**src/rtl/mul_pkg.sv**
```systemverilog
// Shared types and constants for the sequential shift-and-add multiplier.
`timescale 1ns/1ps
package mul_pkg;

  // Controller states: waiting for operands, iterating, holding the product.
  typedef enum logic [1:0] {
    IDLE = 2'd0,
    RUN  = 2'd1,
    DONE = 2'd2
  } mul_state_t;

  localparam int MUL_OPERAND_W = 16;
  localparam int MUL_PRODUCT_W = 32;
  localparam int MUL_ITER      = 16;

endpackage

```
**src/rtl/modifiedAdder_32bit.sv**
```systemverilog
// 32-bit ripple-carry adder; the single adder time-shared by mul_seq_ctrl.
`timescale 1ns/1ps
module modifiedAdder_32bit (
  input  logic [31:0] a,
  input  logic [31:0] b,
  input  logic        cin,
  output logic [31:0] sum,
  output logic        cout
);

  logic [32:0] carry;

  assign carry[0] = cin;

  // One full-adder cell per bit, carry rippling from bit 0 upward.
  for (genvar i = 0; i < 32; i++) begin : g_fa
    assign sum[i]       = a[i] ^ b[i] ^ carry[i];
    assign carry[i + 1] = (a[i] & b[i]) | (carry[i] & (a[i] ^ b[i]));
  end

  assign cout = carry[32];

endmodule

```
**src/rtl/mul_seq_ctrl.sv**
```systemverilog
// Sequential 16x16 unsigned shift-and-add multiplier with valid/ready on both
// sides. One 32-bit adder is reused for all 16 iterations.
// Optional macro MUL_SEQ_SKIP_ZERO_EN: finish early once the remaining
// multiplier bits are all zero (product is unchanged either way).
`timescale 1ns/1ps
module mul_seq_ctrl
  import mul_pkg::*;
#(
  parameter int OPERAND_W = MUL_OPERAND_W,
  parameter int CNT_W     = 5
) (
  input  logic                     clk,
  input  logic                     rst_n,
  input  logic                     in_valid,
  output logic                     in_ready,
  input  logic [OPERAND_W-1:0]     a,
  input  logic [OPERAND_W-1:0]     b,
  output logic                     out_valid,
  input  logic                     out_ready,
  output logic [2*OPERAND_W-1:0]   y,
  output logic                     busy
);

  // The product must exactly fill the shared 32-bit adder, and the counter
  // must be able to reach the last iteration index.
  if (2 * OPERAND_W != MUL_PRODUCT_W) begin : g_bad_operand_w
    $error("mul_seq_ctrl: OPERAND_W must be 16 so the product matches the 32-bit adder");
  end
  if ((1 << CNT_W) <= OPERAND_W) begin : g_bad_cnt_w
    $error("mul_seq_ctrl: CNT_W too small to count all iterations");
  end

  localparam logic [CNT_W-1:0] LAST_ITER = CNT_W'(MUL_ITER - 1);

  mul_state_t               state_q, state_d;
  logic [MUL_PRODUCT_W-1:0] a_sh_q, a_sh_d;
  logic [OPERAND_W-1:0]     b_sh_q, b_sh_d;
  logic [MUL_PRODUCT_W-1:0] acc_q, acc_d;
  logic [MUL_PRODUCT_W-1:0] y_q, y_d;
  logic [CNT_W-1:0]         count_q, count_d;
  logic [MUL_PRODUCT_W-1:0] add_sum;
  logic                     cout_unused;
  logic                     skip_zero;

  modifiedAdder_32bit u_adder (
    .a    (acc_q),
    .b    (a_sh_q),
    .cin  (1'b0),
    .sum  (add_sum),
    .cout (cout_unused)
  );

`ifdef MUL_SEQ_SKIP_ZERO_EN
  assign skip_zero = (b_sh_q == '0);
`else
  assign skip_zero = 1'b0;
`endif

  // State, operand shifters, accumulator, counter and output register.
  always_ff @(posedge clk or negedge rst_n) begin
    if (!rst_n) begin
      state_q <= IDLE;
      a_sh_q  <= '0;
      b_sh_q  <= '0;
      acc_q   <= '0;
      y_q     <= '0;
      count_q <= '0;
    end else begin
      state_q <= state_d;
      a_sh_q  <= a_sh_d;
      b_sh_q  <= b_sh_d;
      acc_q   <= acc_d;
      y_q     <= y_d;
      count_q <= count_d;
    end
  end

  // Next-state logic: load on accept, one add/shift step per RUN cycle, hold in DONE.
  always_comb begin
    state_d = state_q;
    a_sh_d  = a_sh_q;
    b_sh_d  = b_sh_q;
    acc_d   = acc_q;
    y_d     = y_q;
    count_d = count_q;
    unique case (state_q)
      IDLE: begin
        if (in_valid) begin
          a_sh_d  = MUL_PRODUCT_W'(a);
          b_sh_d  = b;
          acc_d   = '0;
          count_d = '0;
          state_d = RUN;
        end
      end
      RUN: begin
        if (skip_zero) begin
          state_d = DONE;
        end else begin
          if (b_sh_q[0]) begin
            acc_d = add_sum;
          end
          a_sh_d  = a_sh_q << 1;
          b_sh_d  = b_sh_q >> 1;
          count_d = count_q + CNT_W'(1);
          if (count_q == LAST_ITER) begin
            state_d = DONE;
          end
        end
        y_d = acc_d;
      end
      DONE: begin
        if (out_ready) begin
          state_d = IDLE;
        end
      end
      default: state_d = IDLE;
    endcase
  end

  assign in_ready  = (state_q == IDLE);
  assign out_valid = (state_q == DONE);
  assign busy      = (state_q != IDLE);
  assign y         = y_q;

endmodule
```
**config.mk**
```make
export PLATFORM = sky130hd
export DESIGN_NAME = mul_seq_ctrl
export DESIGN_NICKNAME = d
export VERILOG_FILES = /design/src/rtl/mul_pkg.sv /design/src/rtl/modifiedAdder_32bit.sv /design/src/rtl/mul_seq_ctrl.sv
export SDC_FILE = /design/constraint.sdc
export NUM_CORES = 1
export LEC_CHECK = 0
export CORE_MARGIN = 1
export CORE_UTILIZATION = 39
export CTS_CLUSTER_SIZE = 28
export DETAILED_ROUTE_END_ITERATION = 10
export GPL_TIMING_DRIVEN = 0
export PLACE_DENSITY_LB_ADDON = 0.3
export SLEW_MARGIN = 20
export SYNTH_ARGS = -nofsm -noshare
export SYNTH_HDL_FRONTEND = slang
export SYNTH_HIERARCHICAL = 1
export SYNTH_SLANG_ARGS = --single-unit
```
**constraint.sdc**
```tcl
create_clock -name clk -period 17.7 [get_ports clk]
set_clock_uncertainty 0.1 [all_clocks]
set_input_delay 2.655 -clock clk [delete_from_list [all_inputs] [get_ports clk]]
set_output_delay 2.655 -clock clk [all_outputs]
set_load 0.01 [all_outputs]
```
-- Yosys cells after proc, flatten, opt, wreduce, memory -nomap -nowiden
Cells that the tools add are included.
- $add $sub $neg: 1
- reduce and logical (&&, ||, !) cells: 5
- mux-type cells: 13
- bitwise operators: 154
- equal/unequal tests: 6
- operator list (cell ; number):
    $pmux 32 s2 ; 2
    $mux 32 ; 3
    $xor 1x1->1 ; 63
    $and 1x1->1 ; 61
    $pmux 16 s2 ; 1
    $or 1x1->1 ; 30
    $mux 16 ; 1
    $pmux 5 s2 ; 1
    $mux 2 ; 3
    $pmux 2 s3 ; 1
    $add 5x1->5 const B ; 1
    $eq 5x4->1 const B ; 1
    $mux 5 ; 1
    $ne 2x2->1 const B ; 2
    $reduce_bool 2->1 ; 2
    $reduce_and 3->1 ; 1
    $eq 2x1->1 const B ; 1
    $eq 2x2->1 const B ; 1
    $logic_not 2->1 ; 1
    $ne 2x1->1 const B ; 1
    $reduce_and 2->1 ; 1
- output and inout bits: 35
- input bits: 36
- register bits: 119

-- Longest topological paths before layout
- depth in word-level cells: 64
- mapped depth: 38
- gate-level depth less buffers: 38

-- Cells and area by module
The synthesis kept the hierarchy.
- modules (own cells, without submodules) (module ; sequential area each (um^2) ; cells an instance ; times used ; area an instance (um^2)):
    mul_seq_ctrl ; 2977.9 ; 423 ; 1 ; 4923.5
    modifiedAdder_32bit ; 0.0 ; 42 ; 1 ; 678.2

-- Worst setup path before layout
No wires, ideal clock.
- path type: flip-flop to flip-flop
- start: register acc_q[0]
- end: register y_q[31] (netlist: y[31])
- period minus slack after synthesis: 12.911 ns
- path slack: 4.789 ns
- data arrival time: 12.729 ns
- required time: 17.517 ns
- cell stages (with the launch flop): 39
- path buffers: 0
- cell sequence: dfrtp_1 > fa_1 > fa_1 > fa_1 > fa_1 > fa_1 > fa_1 > fa_1 > fa_1 > fa_1 > fa_1 > fa_1 > fa_1 > fa_1 > fa_1 > fa_1 > fa_1 > inv_1 > [3 not listed] > fa_1 > fa_1 > fa_1 > fa_1 > fa_1 > fa_1 > fa_1 > fa_1 > fa_1 > fa_1 > fa_1 > fa_1 > fa_1 > inv_1 > fa_1 > inv_1 > mux2i_1 > o21ai_0
- word-level cells in the longest chain between the ends: 63
- RTL lines (item ; RTL line ; source):
    start, declared ; mul_seq_ctrl.sv:38 ; logic [MUL_PRODUCT_W-1:0] acc_q, acc_d;
    start signal, assigned ; mul_seq_ctrl.sv:65 ; acc_q <= '0;
    start signal, assigned ; mul_seq_ctrl.sv:72 ; acc_q <= acc_d;
    $and 1x1->1 (2 in a row) ; modifiedAdder_32bit.sv:18 ; assign carry[i + 1] = (a[i] & b[i]) | (carry[i] & (a[i] ^ b[i]));
    $or 1x1->1 ; modifiedAdder_32bit.sv:18 ;
    $and 1x1->1 ; modifiedAdder_32bit.sv:18 ;
    $or 1x1->1 ; modifiedAdder_32bit.sv:18 ;
    $and 1x1->1 ; modifiedAdder_32bit.sv:18 ;
    $or 1x1->1 ; modifiedAdder_32bit.sv:18 ;
    $and 1x1->1 ; modifiedAdder_32bit.sv:18 ;
    $or 1x1->1 ; modifiedAdder_32bit.sv:18 ;
    [47 not listed] ; -- ;
    $or 1x1->1 ; modifiedAdder_32bit.sv:18 ;
    $and 1x1->1 ; modifiedAdder_32bit.sv:18 ;
    $or 1x1->1 ; modifiedAdder_32bit.sv:18 ;
    $and 1x1->1 ; modifiedAdder_32bit.sv:18 ;
    $or 1x1->1 ; modifiedAdder_32bit.sv:18 ;
    $xor 1x1->1 ; modifiedAdder_32bit.sv:17 ; assign sum[i] = a[i] ^ b[i] ^ carry[i];
    via add_sum[31] ; mul_seq_ctrl.sv:41 ; logic [MUL_PRODUCT_W-1:0] add_sum;
    $mux 32 ; mul_seq_ctrl.sv:100 ; if (b_sh_q[0]) begin
    end signal, assigned ; mul_seq_ctrl.sv:73 ; y_q <= y_d;
    end, declared ; mul_seq_ctrl.sv:39 ; logic [MUL_PRODUCT_W-1:0] y_q, y_d;
The timed path passes the listed nets, and every way through them passes these cells.
A chain may end at the register's enable or synchronous reset.

-- Worst setup path in the final report
Same ends and word-level chain as after synthesis.

==> results.yml <==
run_status:
  status: "finished, final reports clean"
power_and_ir_drop:
  peakVddDrop_mv: 0.08016
  pwr_density_cell_nw_per_um2: 182.1
  clockPowerShare_pct: 24.5
  power_mw: 1.292
  power_frac_seq_pct: 36.5
  p_sw_uw: 461.6
  comb_power_share_pct: 38.9
  sw_frac_of_total_pct: 35.73
  p_int_uw: 830.3
  p_leak_nw: 3.174
routing:
  vias: 3962
  routedWlPerCell_um: 16.85
  dr.pass1.iters: 4
  via_per_inst: 5.311
  initialDrtViolationCount: 251
  wl_um: 12570
  drc: 0
  drtAntennaViolNets: 0
place:
  dp_hpwl_um: 8828
  place_ws_ps: 4101
  io_buffers: 70
  gp_congestion: 0.7471
  post-place-cells: 715
sta:
  period_needed_ps: 13640
  maxSlewHeadroom_pct: 62.77
  slew_viol_final: 0
  hold_viol: 0
  min_period_over_period_pct: 77.08
  tns_ps: 0
  tightestPinTransition_ps: 558.4
  rsz0062_at_grt: "no"
  setup_ws_ps: 4056
  setup_violations: 0
  clock.fmax_ghz: 0.07329
worst_setup_path:
  critPathSlowestCell: "fa_1"
  required_ps: 17910
  cp_max_fo: 3
  cp_common_cell: "fa_1"
  cp-start-kind: "register"
  critPathMaxStageDelay_ps: 460
  crit_arrival_ps: 13860
  crit_path_end_kind: "register"
  path_class: "reg -> reg"
logic_synthesis:
  synth_fp_nets: 534
  syn_area_per_cell_sq_um: 12.06
  synth_area_sq_um: 5598
  yosysWarnings: 6
  synthCells: 464
cts:
  cts_tree: "done"
  cts_max_level: 4
  ctsHoldBuffers: 0
  post_cts_resized: 0
  cts_setup_buffers: 0
  cts_sinks: 119
  cts_buffers: 17
  clk_latency_ps: 410
  cts_buffer_depth: 2
  cts.clk_slew.worst_paths_ps: 60
  root_buffer: "clkbuf_16"
global_route:
  grt_max_degree: 81
  grt_overflow: 0
  grt_pass1_wl_um: 21600
  grt_pass1_vias: 4241
  antenna_found_initial: 0
  grtUsageTotal_pct: 19.21
layout:
  syn2layout_area_growth_pct: 26.73
  n_antenna_cell: 0
  utilization_pct: 50.91
  fin_nets: 624
  drive_gt1_share_pct: 10.95
  stdcell_count: 746
floorplan:
  num_rows: 43
  dieArea_sq_um: 14840
  die_x_um: 121.8
  io_pins: 71
  core_sq_um: 13930
  die_h_um: 121.8
  initial_core_util_pct: 40.17
run:
  drv_cap: 0
min_path:
  min_path_type: "reg -> reg"
final cells by class:
cell class,count,area [sq um]
buffer,36,209.0
clock buffer,22,464.2
clock inverter,9,77.57
fill,1219,6840
inverter,12,45.04
multi-input combinational,297,2366
sequential,119,2978
tap,180,225.2
timing repair buffer,71,729.5
cells in the final DEF, fill, tap and decap left out, types with 2 or more instances in the layout:
| cell | n |
|---|---|
| nor2b_1 | 3 |
| nor2_1 | 2 |
| inv_1 | 12 |
| a22oi_1 | 30 |
| clkinvlp_4 | 3 |
| ha_1 | 2 |
| clkdlybuf4s50_1 | 69 |
| o21ai_0 | 64 |
| a22o_1 | 49 |
| dfrtp_1 | 119 |
| nand2_1 | 65 |
| mux2i_1 | 32 |
| a32o_1 | 2 |
| buf_6 | 5 |
| fa_1 | 32 |
| clkbuf_16 | 17 |
| clkbuf_1 | 10 |
| clkbuf_8 | 2 |
| clkinv_2 | 5 |
| and2_1 | 2 |
| buf_2 | 20 |
| buf_4 | 5 |
power groups by stage:
stage                     clock (mW)  combinational [mW]  sequential [mW]
after floorplan                    0               0.332            0.468
after global placement             0               0.487            0.469
after detailed placement           0               0.507            0.476
after CTS                      0.320               0.509            0.473
after global routing           0.334               0.568            0.490
final                          0.317               0.503            0.472
worst max-delay path: cells and delay by family (launching register included):
family	cells	cell delay, ps
multiplexers	1	70
flip-flops	1	410
adder cells (fa/ha/maj)	32	12450
buffers and inverters	4	310
AO/OA/AOI/OAI	1	190
through the flow:
stage / hold WS [ps] / area [sq um]
floorplan: 344.6 / 5598
global placement: 363.3 / 6524
detailed placement: 373.3 / 6553
CTS: 385.6 / 7094
global route: 401.2 / 7094
finish: 374.6 / 7094
registers in the layout, summed over array words and instances, names as in the netlist:
signal and flops:
b_sh_q 16, state_q 2, a_sh_q 32, acc_q 32, y 32, count_q 5
final timing paths:
path	from	slack, ps	endpoint	cells after the start
worst max-delay path	acc_q[0]	4060	y[31]	38
worst min-delay path	y[9]	370	y[9]	2
worst max register to register	acc_q[0]	4060	y[31]	38
worst min register to register	y[9]	370	y[9]	2
max in group asynchronous	rst_n	14730	y[13]	2
min in group asynchronous	rst_n	2050	y[28]	1
layer usage:
metal	vias up	part of all wire [%]	track usage, %
li1	1827	-	-
met1	2035	46	25.60
met2	80	48	30.01
met3	20	3.7	4.728
met4	0	1.8	7.793
met5	-	0	0
Note: power is estimated with default switching activity, not from simulation.
